### config.mk
export PLATFORM = sky130hd
export DESIGN_NAME = grf_write_arbiter_flat
export DESIGN_NICKNAME = d
export VERILOG_FILES = /design/src/rtl/grf_pkg.sv /design/src/rtl/grf_write_arbiter_if.sv /design/src/rtl/grf_wq_fifo.sv /design/src/rtl/grf_write_arbiter.sv /design/src/flat_wrapper.sv
export SDC_FILE = /design/constraint.sdc
export NUM_CORES = 1
export LEC_CHECK = 0
export ABC_AREA = 1
export BUFFER_PORTS_ARGS = -buffer_cell sky130_fd_sc_hd__buf_4
export CAP_MARGIN = 0
export CELL_PAD_IN_SITES_DETAIL_PLACEMENT = 1
export CELL_PAD_IN_SITES_GLOBAL_PLACEMENT = 1
export CORE_ASPECT_RATIO = 0.9
export CORE_MARGIN = 10
export CORE_UTILIZATION = 40
export CTS_BUF_LIST = sky130_fd_sc_hd__clkbuf_4 sky130_fd_sc_hd__clkbuf_8
export CTS_CLUSTER_SIZE = 14
export DETAILED_ROUTE_END_ITERATION = 8
export PLACE_DENSITY = 0.89
export SYNTH_ARGS = -nofsm -noshare
export SYNTH_HDL_FRONTEND = slang
export SYNTH_SLANG_ARGS = --single-unit
### constraint.sdc
create_clock -name clk -period 5.19 [get_ports clk]
set_input_delay 0.519 -clock clk [delete_from_list [all_inputs] [get_ports clk]]
set_output_delay 0.519 -clock clk [all_outputs]
set_load 0.1 [all_outputs]
### src/rtl/grf_pkg.sv
// Shared types for the GRF write-port arbiter.
// MD result queue entry and register-file widths.
package grf_pkg;

    localparam int REG_ADDR_W = 5;
    localparam int DATA_W     = 32;

    localparam logic [REG_ADDR_W-1:0] REG_ZERO = 5'd0;

    typedef struct packed {
        logic [REG_ADDR_W-1:0] addr;
        logic [DATA_W-1:0]     data;
        logic [DATA_W-1:0]     pc;
    } md_entry_t;

endpackage

### src/rtl/grf_write_arbiter_if.sv
// MD result handshake into the GRF write arbiter.
// Transfer happens when md_valid && md_ready.
interface grf_write_arbiter_if;
    import grf_pkg::*;

    logic                  md_valid;
    logic                  md_ready;
    logic [REG_ADDR_W-1:0] md_addr;
    logic [DATA_W-1:0]     md_data;
    logic [DATA_W-1:0]     md_pc;

    modport master (
        output md_valid, md_addr, md_data, md_pc,
        input  md_ready
    );

    modport slave (
        input  md_valid, md_addr, md_data, md_pc,
        output md_ready
    );

endinterface

### src/rtl/grf_wq_fifo.sv
// Synchronous FIFO of MD results waiting for a free GRF write slot.
// DEPTH must be a power of two so the pointers wrap naturally.
module grf_wq_fifo
    import grf_pkg::*;
#(
    parameter int DEPTH = 2
) (
    input  logic      clk,
    input  logic      reset,
    input  logic      push,
    input  md_entry_t din,
    input  logic      pop,
    output md_entry_t head,
    output logic      full,
    output logic      empty
);

    localparam int AW = $clog2(DEPTH);
    localparam int CW = AW + 1;

    md_entry_t       mem [DEPTH];
    logic [AW-1:0]   wr_ptr;
    logic [AW-1:0]   rd_ptr;
    logic [CW-1:0]   cnt;
    logic            do_push;
    logic            do_pop;

    assign full    = (cnt == CW'(DEPTH));
    assign empty   = (cnt == '0);
    assign do_push = push && !full;
    assign do_pop  = pop && !empty;
    assign head    = mem[rd_ptr];

    always_ff @(posedge clk) begin
        if (do_push) begin
            mem[wr_ptr] <= din;
        end
    end

    always_ff @(posedge clk) begin
        if (reset) begin
            wr_ptr <= '0;
            rd_ptr <= '0;
            cnt    <= '0;
        end else begin
            if (do_push) wr_ptr <= wr_ptr + AW'(1);
            if (do_pop)  rd_ptr <= rd_ptr + AW'(1);
            case ({do_push, do_pop})
                2'b10:   cnt <= cnt + CW'(1);
                2'b01:   cnt <= cnt - CW'(1);
                default: cnt <= cnt;
            endcase
        end
    end

endmodule

### src/rtl/grf_write_arbiter.sv
// Shares the GRF write port between WB (priority, same cycle) and queued
// MD results; starvation freeze request and pending-write scoreboard.
module grf_write_arbiter
    import grf_pkg::*;
#(
    parameter int MD_DEPTH   = 2,
    parameter int STARVE_MAX = 4
) (
    input  logic                  clk,
    input  logic                  reset,
    input  logic                  wb_valid,
    input  logic [REG_ADDR_W-1:0] wb_addr,
    input  logic [DATA_W-1:0]     wb_data,
    input  logic [DATA_W-1:0]     wb_pc,
    output logic                  wb_stall,
    input  logic                  md_issue,
    input  logic [REG_ADDR_W-1:0] md_issue_addr,
    grf_write_arbiter_if.slave    md,
    input  logic [REG_ADDR_W-1:0] rs_addr,
    input  logic [REG_ADDR_W-1:0] rt_addr,
    output logic                  rs_pending,
    output logic                  rt_pending,
    output logic                  RegWrite,
    output logic [REG_ADDR_W-1:0] addr3,
    output logic [DATA_W-1:0]     wd,
    output logic [DATA_W-1:0]     WPC
);

    localparam int SW = $clog2(STARVE_MAX + 1);
    localparam logic [SW-1:0] STARVE_LIM = SW'(STARVE_MAX);

    md_entry_t       push_entry;
    md_entry_t       head;
    logic            full;
    logic            empty;
    logic            push;
    logic            pop;
    logic [SW-1:0]   starve_q;
    logic [SW-1:0]   starve_d;
    logic [31:0]     sb_q;
    logic [31:0]     sb_d;

    assign md.md_ready = !full;
    assign push        = md.md_valid && !full;
    assign push_entry  = '{addr: md.md_addr, data: md.md_data, pc: md.md_pc};
    assign pop         = !reset && !wb_valid && !empty;

    grf_wq_fifo #(
        .DEPTH (MD_DEPTH)
    ) u_fifo (
        .clk   (clk),
        .reset (reset),
        .push  (push),
        .din   (push_entry),
        .pop   (pop),
        .head  (head),
        .full  (full),
        .empty (empty)
    );

    always_comb begin
        RegWrite = 1'b0;
        addr3    = REG_ZERO;
        wd       = '0;
        WPC      = '0;
        priority case (1'b1)
            reset: ;
            wb_valid: begin
                if (wb_addr != REG_ZERO) begin
                    RegWrite = 1'b1;
                    addr3    = wb_addr;
                    wd       = wb_data;
                    WPC      = wb_pc;
                end
            end
            !empty: begin
                if (head.addr != REG_ZERO) begin
                    RegWrite = 1'b1;
                    addr3    = head.addr;
                    wd       = head.data;
                    WPC      = head.pc;
                end
            end
            default: ;
        endcase
    end

    // Retire clears first so a same-cycle reissue of that register wins.
    always_comb begin
        sb_d = sb_q;
        if (pop && head.addr != REG_ZERO) begin
            sb_d[head.addr] = 1'b0;
        end
        if (md_issue && md_issue_addr != REG_ZERO) begin
            sb_d[md_issue_addr] = 1'b1;
        end
    end

    always_comb begin
        starve_d = starve_q;
        if (empty || pop) begin
            starve_d = '0;
        end else if (starve_q != STARVE_LIM) begin
            starve_d = starve_q + SW'(1);
        end
    end

    // Stall is a single-cycle pulse; a saturated count re-arms it next cycle.
    always_ff @(posedge clk) begin
        if (reset) begin
            sb_q     <= '0;
            starve_q <= '0;
            wb_stall <= 1'b0;
        end else begin
            sb_q     <= sb_d;
            starve_q <= starve_d;
            wb_stall <= (starve_d == STARVE_LIM) && !wb_stall;
        end
    end

    assign rs_pending = (rs_addr != REG_ZERO) && sb_q[rs_addr];
    assign rt_pending = (rt_addr != REG_ZERO) && sb_q[rt_addr];

endmodule
### src/flat_wrapper.sv
// flat-port wrapper written by rule: the top's interface ports become plain ports
module grf_write_arbiter_flat import grf_pkg::*;
#(
    parameter int MD_DEPTH   = 2,
    parameter int STARVE_MAX = 4
)
  (clk, reset, wb_valid, wb_addr, wb_data, wb_pc, wb_stall, md_issue, md_issue_addr, rs_addr, rt_addr, rs_pending, rt_pending, RegWrite, addr3, wd, WPC, md_md_valid, md_md_addr, md_md_data, md_md_pc, md_md_ready);
  grf_write_arbiter_if md_i ();
  input  logic clk;
  input  logic reset;
  input  logic wb_valid;
  input  logic [REG_ADDR_W-1:0] wb_addr;
  input  logic [DATA_W-1:0] wb_data;
  input  logic [DATA_W-1:0] wb_pc;
  output logic wb_stall;
  input  logic md_issue;
  input  logic [REG_ADDR_W-1:0] md_issue_addr;
  input  logic [REG_ADDR_W-1:0] rs_addr;
  input  logic [REG_ADDR_W-1:0] rt_addr;
  output logic rs_pending;
  output logic rt_pending;
  output logic RegWrite;
  output logic [REG_ADDR_W-1:0] addr3;
  output logic [DATA_W-1:0] wd;
  output logic [DATA_W-1:0] WPC;
  input wire logic [$bits(md_i.md_valid)-1:0] md_md_valid;
  input wire logic [$bits(md_i.md_addr)-1:0] md_md_addr;
  input wire logic [$bits(md_i.md_data)-1:0] md_md_data;
  input wire logic [$bits(md_i.md_pc)-1:0] md_md_pc;
  output wire logic [$bits(md_i.md_ready)-1:0] md_md_ready;
  assign md_i.md_valid = md_md_valid;
  assign md_i.md_addr = md_md_addr;
  assign md_i.md_data = md_md_data;
  assign md_i.md_pc = md_md_pc;
  assign md_md_ready = md_i.md_ready;
  grf_write_arbiter #(.MD_DEPTH(MD_DEPTH), .STARVE_MAX(STARVE_MAX)) u_core (.clk(clk), .reset(reset), .wb_valid(wb_valid), .wb_addr(wb_addr), .wb_data(wb_data), .wb_pc(wb_pc), .wb_stall(wb_stall), .md_issue(md_issue), .md_issue_addr(md_issue_addr), .md(md_i), .rs_addr(rs_addr), .rt_addr(rt_addr), .rs_pending(rs_pending), .rt_pending(rt_pending), .RegWrite(RegWrite), .addr3(addr3), .wd(wd), .WPC(WPC));
endmodule
==> impl_metrics.toml <==
[run_status]
outcome = "finished clean"

[clock_tree]
cts_root_buffer = "clkbuf_8"
cts_buffers = 17
htreeDepth = 4
ctsHoldBuffers = 0
path_clk_slew_ns = 0.10
clock_latency_ns = 0.48
clock_path_buffers = 2
cts_resized = 0
cts_tree = "done"
cts.sinks = 179
cts_setup_buffers = 0

[power_and_ir_drop]
seqPwrFrac_pct = 45.6
p_clk_share_pct = 27.0
p_sw_share_pct = 36.8
switchingPower_mw = 1.36
internal_power_mw = 2.33
p_leak_nw = 4.46
p_comb_share_pct = 27.4
p_total_mw = 3.69
ir_drop_uv = 200
p_per_area_mw_per_mm2 = 340

[sta]
setup_tns_ns = 0
fin_crit_sh_pct = 81.7
period_needed_ns = 4.24
hold_slack_ns = 0.219
rsz0062_at_grt = "false"
hold_viol = 0
slew_headroom_pct = 30.2
finalSetupViolations = 0
slew_viol_final = 0
tightest_slew_ns = 1.04
skew_ns = 0.0114
fmax_mhz = 236

[drt]
drc_errors = 0
vias = 7705
vias_per_cell = 5.22
totalWireLength_mm = 29.5
drt_iter0_drc = 527
dr.pass1.iters = 5
antenna_left = 0
wl_per_cell_um = 20.0

[floorplanning]
start_util_pct = 40.8
dieArea_mm2 = 0.0275
core_area_mm2 = 0.0209
die_h_um = 158
rows = 50
ios = 232
fp.dieW_um = 174

[global_routing]
grt_pass1_wl_mm = 45.2
grt_use_total_pct = 20.9
overflow = 0
grt_max_degree = 73
first_global_vias = 8374
grt_antenna_before_repair = 3

[critical_path]
cp-end-kind = "output port"
startpoint_type = "flip-flop"
worstPathMaxFanout = 72
crit_buf_inv = 3
worst-r2r-cell-count = 5
crit_slowest_cell = "nand2_2"
rr_startpoint = "u_core.u_fifo.cnt[0]"
r2r_end = "u_core.u_fifo.mem[1][35]"
reg2reg_setup_slack_ns = 2.63
worstPathRequired_ns = 4.67
critPathMostFrequentCell = "nand2_2"
cpLargestDelayFamily = "simple AND/OR/NAND/NOR gates"
crit_chain = "inv_6 > nand2_1 > nand2_2 > nand2_2 > nor2_4 > nand2_2 > nand2_1 > nand2_1 > nand2_2 > buf_4 > nor2_1 > buf_4"
criticalPathCategory = "flip-flop to output port"
critPathArrivalTime_ns = 3.72
max_stage_delay_ns = 0.58

[finish]
fill_cells = 2496
syn2layout_area_growth_pct = 27.2
layout-drive-gt1-share_pct = 25.0
fin_nets = 1336
fin_area_mm2 = 0.0108

[yosys]
synth_seq_cells = 179
synth_top_cell_area_share_pct = 48.7
synthArstFlopShare_pct = 0
syn_inst = 970
yosysTopAreaCell = "edfxtp_1"
yosysUniqueCellTypes = 30
yosys-top-cells-area = "edfxtp_1 49%, nand2_1 12%, dfxtp_1 9.6%"
ys.flop_type = "edfxtp_1"
syn_avg_cell_area_um2 = 8.78
yosys_warnings = 0
synth_nets = 1131
synth_edf_count = 138
yosysSeqAreaShare_pct = 58.3
netlist_area_mm2 = 0.00852

[placed_design]
place_area_mm2 = 0.0104
port_buffers = 231
hpwl_mm = 21.5
gp_congestion = 0.834

[worst_hold_path]
hp-class = "primary input to flip-flop"
hold_start = "md_md_data[28]"
min_delay_path_depth = 1
whs_endpoint = "u_core.u_fifo.mem[1][60]"

[flow_run]
maxCapViolCount = 0
worst max path at each step:
stage | endpoint | slack (ns) | depth (start not counted)
finish | wd[2] | 0.95 | 12
global route | WPC[2] | 0.64 | 12
CTS | WPC[11] | 0.93 | 12
detailed placement | wd[2] | 1.46 | 12
global placement | wd[19] | 1.63 | 12
floorplan | u_core.u_fifo.mem[1][0] | 0.42 | 4
state kept, by name (all words and copies together), names as in the netlist, named ones only:
name	cells
u_core.wb_stall	1
u_core.u_fifo.cnt	2
u_core.u_fifo.wr_ptr	1
u_core.sb_q	32
u_core.starve_q	3
u_core.u_fifo.mem	138
u_core.u_fifo.rd_ptr	1
worst reg2reg max path, stage by stage, from the launching register on:
cell and delay [ns]:
dfxtp_1 0.42, inv_1 0.07, nand2_1 0.09, nand2_1 0.17
nor2_4 0.83, buf_4 0.60
cells by family after synthesis:
group	Yosys count	share of synthesized area, %
compound gates	159	10.0
flops	179	58.3
xor+xnor	2	0.206
simple gates	515	25.3
buf+inv	112	5.76
fa+ha+maj	3	0.441
routing by layer:
layer	up-vias	track usage [%]	wire, um
met5	-	0	13
met4	2	9.39	887
met3	54	5.97	2040
met2	217	37.9	15300
met1	3738	22.3	11200
li1	3694	-	-
metrics by stage:
stage / cells / utilization [%] / setup slack [ns]
floorplan: 970 / - / 0.422
global placement: 1442 / 49.9 / 1.63
detailed placement: 1442 / 49.9 / 1.46
CTS: 1474 / 51.8 / 0.930
global route: 1476 / 51.8 / 0.638
finish: 1476 / 51.8 / 0.948
cells in the mapped netlist (2+ instances only):
| library cell | count |
|---|---|
| clkbuf_1 | 22 |
| nor2_1 | 99 |
| nand4_1 | 3 |
| inv_1 | 56 |
| nor3_1 | 6 |
| a31oi_1 | 2 |
| o211ai_1 | 16 |
| dfxtp_1 | 41 |
| buf_2 | 10 |
| nand2_2 | 5 |
| o21ai_1 | 5 |
| nor2_2 | 11 |
| o32ai_1 | 2 |
| ha_1 | 3 |
| a21oi_1 | 44 |
| buf_6 | 7 |
| nor4_1 | 2 |
| buf_1 | 13 |
| nand2_1 | 275 |
| nand3_1 | 111 |
| inv_2 | 3 |
| o21ai_0 | 89 |
| edfxtp_1 | 138 |
power groups by stage:
stage | sequential (mW) | clock (mW) | combinational [mW]
2_1_floorplan | 1.71 | 0 | 0.720
5_1_grt | 1.69 | 1.06 | 1.07
4_1_cts | 1.68 | 1.00 | 1.02
3_3_place_gp | 1.70 | 0 | 0.983
3_5_place_dp | 1.71 | 0 | 1.01
6_report | 1.68 | 0.995 | 1.01
final cells by class:
type | count | area, um2 | share of cell area (%)
tap | 286 | 358 | 3.30
inverter | 60 | 231 | 2.14
multi-input combinational | 679 | 3080 | 28.4
clock buffer | 17 | 234 | 2.16
clock inverter | 15 | 170 | 1.57
antenna | 2 | 5.00 | 0.0462
sequential | 179 | 4970 | 45.9
timing repair buffer | 238 | 1790 | 16.5
placed cells by master (no fill, tap or decap), types with 16 or more instances in the layout:
master and n:
nand2_1 274, buf_4 238, edfxtp_1 138, nand3_1 111, nor2_1 97, o21ai_0 89, inv_1 56, a21oi_1 44
dfxtp_1 40, clkbuf_8 17, o211ai_1 16
No activity file was read; power rests on OpenSTA's default activity.
